<file path="src/rtl/zimbo_pkg.sv">
// Shared Zimbo memory-arbiter definitions: bus widths, arbiter states, port indices.
package zimbo_pkg;

    localparam int AW = 16;
    localparam int DW = 16;

    typedef enum logic [1:0] {
        ARB_IDLE = 2'd0,
        ARB_OWN0 = 2'd1,
        ARB_OWN1 = 2'd2
    } arb_state_t;

    localparam logic PORT_CPU = 1'b0;
    localparam logic PORT_LDR = 1'b1;

endpackage

</file>
<file path="src/rtl/zimbo_rr_pick.sv">
// Combinational 2-way round-robin picker: on contention the port not granted last wins.
module zimbo_rr_pick
    import zimbo_pkg::*;
(
    input  logic       req0,
    input  logic       req1,
    input  logic       last,
    output logic [1:0] gnt
);

    always_comb begin
        gnt = '0;
        if (req0 && req1) begin
            if (last == PORT_LDR) gnt[PORT_CPU] = 1'b1;
            else                  gnt[PORT_LDR] = 1'b1;
        end else begin
            gnt[PORT_CPU] = req0;
            gnt[PORT_LDR] = req1;
        end
    end

endmodule

</file>
<file path="src/rtl/zimbo_mem_arbiter.sv">
// Two-port round-robin arbiter for the single-port Zimbo data memory (CPU vs loader).
// Optional per-port bus locking is compiled in with ZIMBO_ARB_LOCK_EN.
module zimbo_mem_arbiter #(
    parameter int AW = zimbo_pkg::AW,
    parameter int DW = zimbo_pkg::DW
) (
    input  logic          clock,
    input  logic          reset_n,
    input  logic          req0,
    input  logic          req1,
    input  logic          we0,
    input  logic          we1,
    input  logic [AW-1:0] addr0,
    input  logic [AW-1:0] addr1,
    input  logic [DW-1:0] wdata0,
    input  logic [DW-1:0] wdata1,
    input  logic          lock0,
    input  logic          lock1,
    output logic          gnt0,
    output logic          gnt1,
    output logic          rvalid0,
    output logic          rvalid1,
    output logic [DW-1:0] rdata,
    output logic [AW-1:0] addrm,
    output logic [DW-1:0] wmdata,
    output logic          memwr_en,
    input  logic [DW-1:0] rmdata
);

    import zimbo_pkg::*;

    arb_state_t state, state_d;
    logic       last, last_d;
    logic       rd_pend0, rd_pend1;
    logic [1:0] pick;
    logic       lk0, lk1;

`ifdef ZIMBO_ARB_LOCK_EN
    assign lk0 = lock0;
    assign lk1 = lock1;
`else
    // Locks tied off: the FSM can never leave IDLE.
    logic unused_lock;
    assign lk0 = 1'b0;
    assign lk1 = 1'b0;
    assign unused_lock = lock0 ^ lock1;
`endif

    zimbo_rr_pick u_pick (
        .req0 (req0),
        .req1 (req1),
        .last (last),
        .gnt  (pick)
    );

    // Grants are gated by reset so the bus is quiet while reset_n is low.
    always_comb begin
        gnt0 = 1'b0;
        gnt1 = 1'b0;
        if (reset_n) begin
            case (state)
                ARB_OWN0: gnt0 = req0;
                ARB_OWN1: gnt1 = req1;
                default: begin
                    gnt0 = pick[PORT_CPU];
                    gnt1 = pick[PORT_LDR];
                end
            endcase
        end
    end

    always_comb begin
        state_d = state;
        last_d  = last;
        case (state)
            ARB_IDLE: begin
                if (gnt0) begin
                    if (lk0) state_d = ARB_OWN0;
                    else     last_d  = PORT_CPU;
                end else if (gnt1) begin
                    if (lk1) state_d = ARB_OWN1;
                    else     last_d  = PORT_LDR;
                end
            end
            ARB_OWN0: begin
                if (!lk0) begin
                    state_d = ARB_IDLE;
                    if (req0) last_d = PORT_CPU;
                end
            end
            ARB_OWN1: begin
                if (!lk1) begin
                    state_d = ARB_IDLE;
                    if (req1) last_d = PORT_LDR;
                end
            end
            default: state_d = ARB_IDLE;
        endcase
    end

    always_comb begin
        addrm    = '0;
        wmdata   = '0;
        memwr_en = 1'b0;
        if (gnt0) begin
            addrm    = addr0;
            wmdata   = wdata0;
            memwr_en = we0;
        end else if (gnt1) begin
            addrm    = addr1;
            wmdata   = wdata1;
            memwr_en = we1;
        end
    end

    always_ff @(posedge clock or negedge reset_n) begin
        if (!reset_n) begin
            state    <= ARB_IDLE;
            last     <= PORT_LDR;
            rd_pend0 <= 1'b0;
            rd_pend1 <= 1'b0;
        end else begin
            state    <= state_d;
            last     <= last_d;
            rd_pend0 <= gnt0 & ~we0;
            rd_pend1 <= gnt1 & ~we1;
        end
    end

    assign rvalid0 = rd_pend0;
    assign rvalid1 = rd_pend1;
    assign rdata   = rmdata;

endmodule

</file>
<file path="config.mk">
export PLATFORM = sky130hd
export DESIGN_NAME = zimbo_mem_arbiter
export DESIGN_NICKNAME = d
export VERILOG_FILES = /design/src/rtl/zimbo_pkg.sv /design/src/rtl/zimbo_rr_pick.sv /design/src/rtl/zimbo_mem_arbiter.sv
export SDC_FILE = /design/constraint.sdc
export NUM_CORES = 1
export LEC_CHECK = 0
export BUFFER_PORTS_ARGS = -buffer_cell sky130_fd_sc_hd__buf_2
export CORE_MARGIN = 10
export CORE_UTILIZATION = 31
export CTS_BUF_LIST = sky130_fd_sc_hd__clkbuf_2
export CTS_CLUSTER_SIZE = 14
export DETAILED_ROUTE_END_ITERATION = 12
export HOLD_SLACK_MARGIN = 0.1
export PLACE_DENSITY = 0.8
export SETUP_SLACK_MARGIN = 0.2
export SYNTH_ARGS = -nofsm -noshare
export SYNTH_HDL_FRONTEND = slang
export SYNTH_SLANG_ARGS = --single-unit
</file>
<file path="constraint.sdc">
create_clock -name clock -period 1.1 [get_ports clock]
set_input_delay 0.11 -clock clock [delete_from_list [all_inputs] [get_ports clock]]
set_output_delay 0.11 -clock clock [all_outputs]
set_load 0.03 [all_outputs]
</file>
==> run metrics <==
fin cells 293; DRT iter0 DRCs 20; max-slew violation count 0; placed cell count 282; number of unique standard cell types used by synthesis 17; final period demand of the worst path roughly 1.6 ns; pin count of the biggest net entering global routing 42; GP Congestion around 0.76; total number of vias roughly 1400; unrepaired setup endpoints after global routing yes; effective utilization at floorplan 0.319; Clock Path Buffers 2; placed wire-length estimate after detailed placement 3870 microns; total routing resource utilization after global routing 0.133; cell chain of the critical path nor2b_4 > clkbuf_16 > o32ai_4 > buf_6; P&R area growth vs syn 110%; clock insertion delay at the later pin of the skew report ~0.22 ns; total of max-cap violations 0; flip-flop and latch area 76.3 sq um; critical path required time about 1 ns; final wirelength ~5000 microns; static leakage between 1 and 1.5 nW; Die Footprint between 6000 and 7000 sq um; share of the synthesized area in the top cell type 0.393; worst reg2reg path depth 4; CTS tree done; core utilization of the finished layout 0.670; horizontal die dimension around 81 microns; final global-route overflow total 0; instance count of the mapped netlist approximately 150; Setup TNS Final -15.64 ns; result of the run complete, but fails checks; CP startpoint kind flop; largest cells by area after synthesis sky130_fd_sc_hd__o32ai_2, sky130_fd_sc_hd__nand2_1, sky130_fd_sc_hd__buf_4; CTS H-Tree Depth 1; number of DRC violations after detailed routing 0; Least-Margin Pin Slew between 0.3 and 0.4 ns; Peak Freq around 0.64 GHz; Port Buffer Count about 110; share of final-layout standard cells stronger than drive strength 1 0.698; post-layout worst setup margin -0.462 ns; Detail Route Antenna Nets 0; num rows 22; sequential area share after synthesis 0.0659; Synthesis Warnings 0; number of buffers and inverters on the critical path 2; Rel. slew slack 0.762; Worst VDD drop 0.747 mV; asr flop ratio synth 1.00; summed area of non-filler cells in the final layout 2430 sq um; gate family responsible for the most delay along the worst path flip-flops; area of placed instances 2100 sq um; class of the worst hold path in -> out; top_reg_cell synth sky130_fd_sc_hd__dfrtp_1; Power Total about 0.0018 W; number of antenna violations at the first check in global routing 0; number of buffers created by CTS 3; cell with the biggest individual delay on the critical path sky130_fd_sc_hd__dfstp_2; Cells on Worst Hold Path 0; Cell Area, Synth ~1200 sq um; part of the cycle the worst path needs 1.42; final count of hold timing violations 0; final setup fails 37; clock sink count 3; largest driver fanout on the critical path 6; area of combinational cells with multiple inputs between 1000 and 1500 sq um; floorplan core area approximately 3600 sq um; net count of the mapped netlist between 200 and 250; average via count per standard cell about 4.9; cell accounting for the most synthesized area sky130_fd_sc_hd__o32ai_2; diode count 0; via count of the first global-routing pass approximately 1600; logic depth of the worst setup path including buffers 4; violations in the final reports setup timing; filler instances 295; Ports 141; Arr. time, crit path ~1.5 ns; most frequent cells after synthesis sky130_fd_sc_hd__nand2_1, sky130_fd_sc_hd__o32ai_2, sky130_fd_sc_hd__buf_4; PwrDens about 740 nW/um^2; clock-pin slew on the worst setup and hold paths 0.04 ns; number of nets at the end of the flow around 330; count of TritonRoute iterations in the first routing pass 4; Post-synth EDFFs 0; mean instance size in the synthesized netlist roughly 8 sq um; clock skew between 0.003 and 0.004 ns; Slowest Stage Delay on Critical Path between 0.5 and 0.6 ns; WL per Instance about 17 microns; Critical Path Sink Type primary output; most numerous cell in the Yosys netlist sky130_fd_sc_hd__nand2_1; worst setup path class reg -> out; height of the die 81.1 microns; FF+latch count, synth 3; global-route wire length before repair approximately 7300 microns; Clock Root Buffer sky130_fd_sc_hd__clkbuf_2
[per-stage QoR]
step,hold WS [ns],worst slack (ns)
global placement,0.0966,-0.253
CTS,0.220,-0.482
floorplan,-0.186,-0.253
global route,0.220,-0.509
finish,0.220,-0.462
detailed placement,0.0968,-0.286
[flip-flops by register name, indices dropped and copies added, names as in the netlist]
signal,cells
last,1
rvalid0,1
rvalid1,1
[layout make-up]
class                      instances  area share
clock buffer                       4     0.00822
inverter                           2     0.00308
multi-input combinational        107       0.494
sequential                         3      0.0313
tap                               48      0.0247
timing repair buffer             129       0.438
[routing by layer]
metal / vias up / GRT usage / share of wire
li1: 714 / - / -
met1: 666 / 0.136 / 0.35
met2: 67 / 0.259 / 0.56
met3: 2 / 0.0430 / 0.091
met4: 0 / 0.0260 / 0.0048
met5: - / 0 / 0
[where the power goes]
group | total (W) | switching, W | internal [W] | leakage, nW
sequential | 0.000139 | 0.0000119 | 0.000127 | 0.0377
clock | 0.000161 | 0.0000657 | 0.0000958 | 0.0166
combinational | 0.00151 | 0.000794 | 0.000717 | 0.950
total | 0.00181 | 0.000872 | 0.000940 | 1.00
[what timing repair did]
item / 4_1_cts / 5_1_grt
gates resized for setup: 64 / 7
endpoints found under the setup margin: 38 / 38
buffers inserted: 1 / 1
hold endpoints to repair: 5 / 0
pin swaps: 5 / 0
cloned: 0 / 1
hold buffers: 4 / 0
[cell families (layout without fill, tap and decap cells)]
kind of cell | Yosys count | in the layout | share of synthesized area
AO/OA/AOI/OAI | 35 | 35 | 0.448
buffers and inverters | 37 | 135 | 0.246
flip-flops | 3 | 3 | 0.0659
AND/OR/NAND/NOR | 72 | 72 | 0.240
[worst register-to-register path: cells and delay by family, from the launching register on]
kind / cells / cell delay, ns
buffers and inverters: 2 / 0.32
AO/OA/AOI/OAI: 1 / 0.20
AND/OR/NAND/NOR: 1 / 0.03
flip-flops: 1 / 0.57
[final timing paths]
path,start,to,slack [ns]
worst max register to register,last,rvalid1,-0.13
worst max-delay path,last,wmdata[13],-0.46
worst min register to register,last,last,0.62
worst min-delay path,rmdata[10],rdata[10],0.22
min in group asynchronous,reset_n,rvalid0,0.48
max in group asynchronous,reset_n,last,0.43
[placed cells by master, fill, tap and decap left out]
| cell type | netlist | routed |
|---|---|---|
| sky130_fd_sc_hd__buf_2 | 7 | 71 |
| sky130_fd_sc_hd__nand2_1 | 67 | 67 |
| sky130_fd_sc_hd__buf_6 | 2 | 33 |
| sky130_fd_sc_hd__o32ai_4 | 0 | 29 |
| sky130_fd_sc_hd__buf_4 | 21 | 10 |
| sky130_fd_sc_hd__buf_12 | 2 | 10 |
| sky130_fd_sc_hd__o32ai_2 | 28 | 4 |
| sky130_fd_sc_hd__clkbuf_2 | 0 | 4 |
| sky130_fd_sc_hd__dlygate4sd3_1 | 0 | 4 |
| sky130_fd_sc_hd__nor2_4 | 0 | 2 |
| sky130_fd_sc_hd__dfrtp_1 | 2 | 2 |
| sky130_fd_sc_hd__nor2b_4 | 0 | 1 |
| sky130_fd_sc_hd__inv_2 | 0 | 1 |
| sky130_fd_sc_hd__a21bo_4 | 0 | 1 |
| sky130_fd_sc_hd__inv_1 | 2 | 1 |
| sky130_fd_sc_hd__nor3_2 | 0 | 1 |
| sky130_fd_sc_hd__nor3_4 | 0 | 1 |
| sky130_fd_sc_hd__a22o_2 | 1 | 1 |
| sky130_fd_sc_hd__clkbuf_16 | 0 | 1 |
| sky130_fd_sc_hd__dfstp_2 | 1 | 1 |
Note: power is estimated with default switching activity, not from simulation.
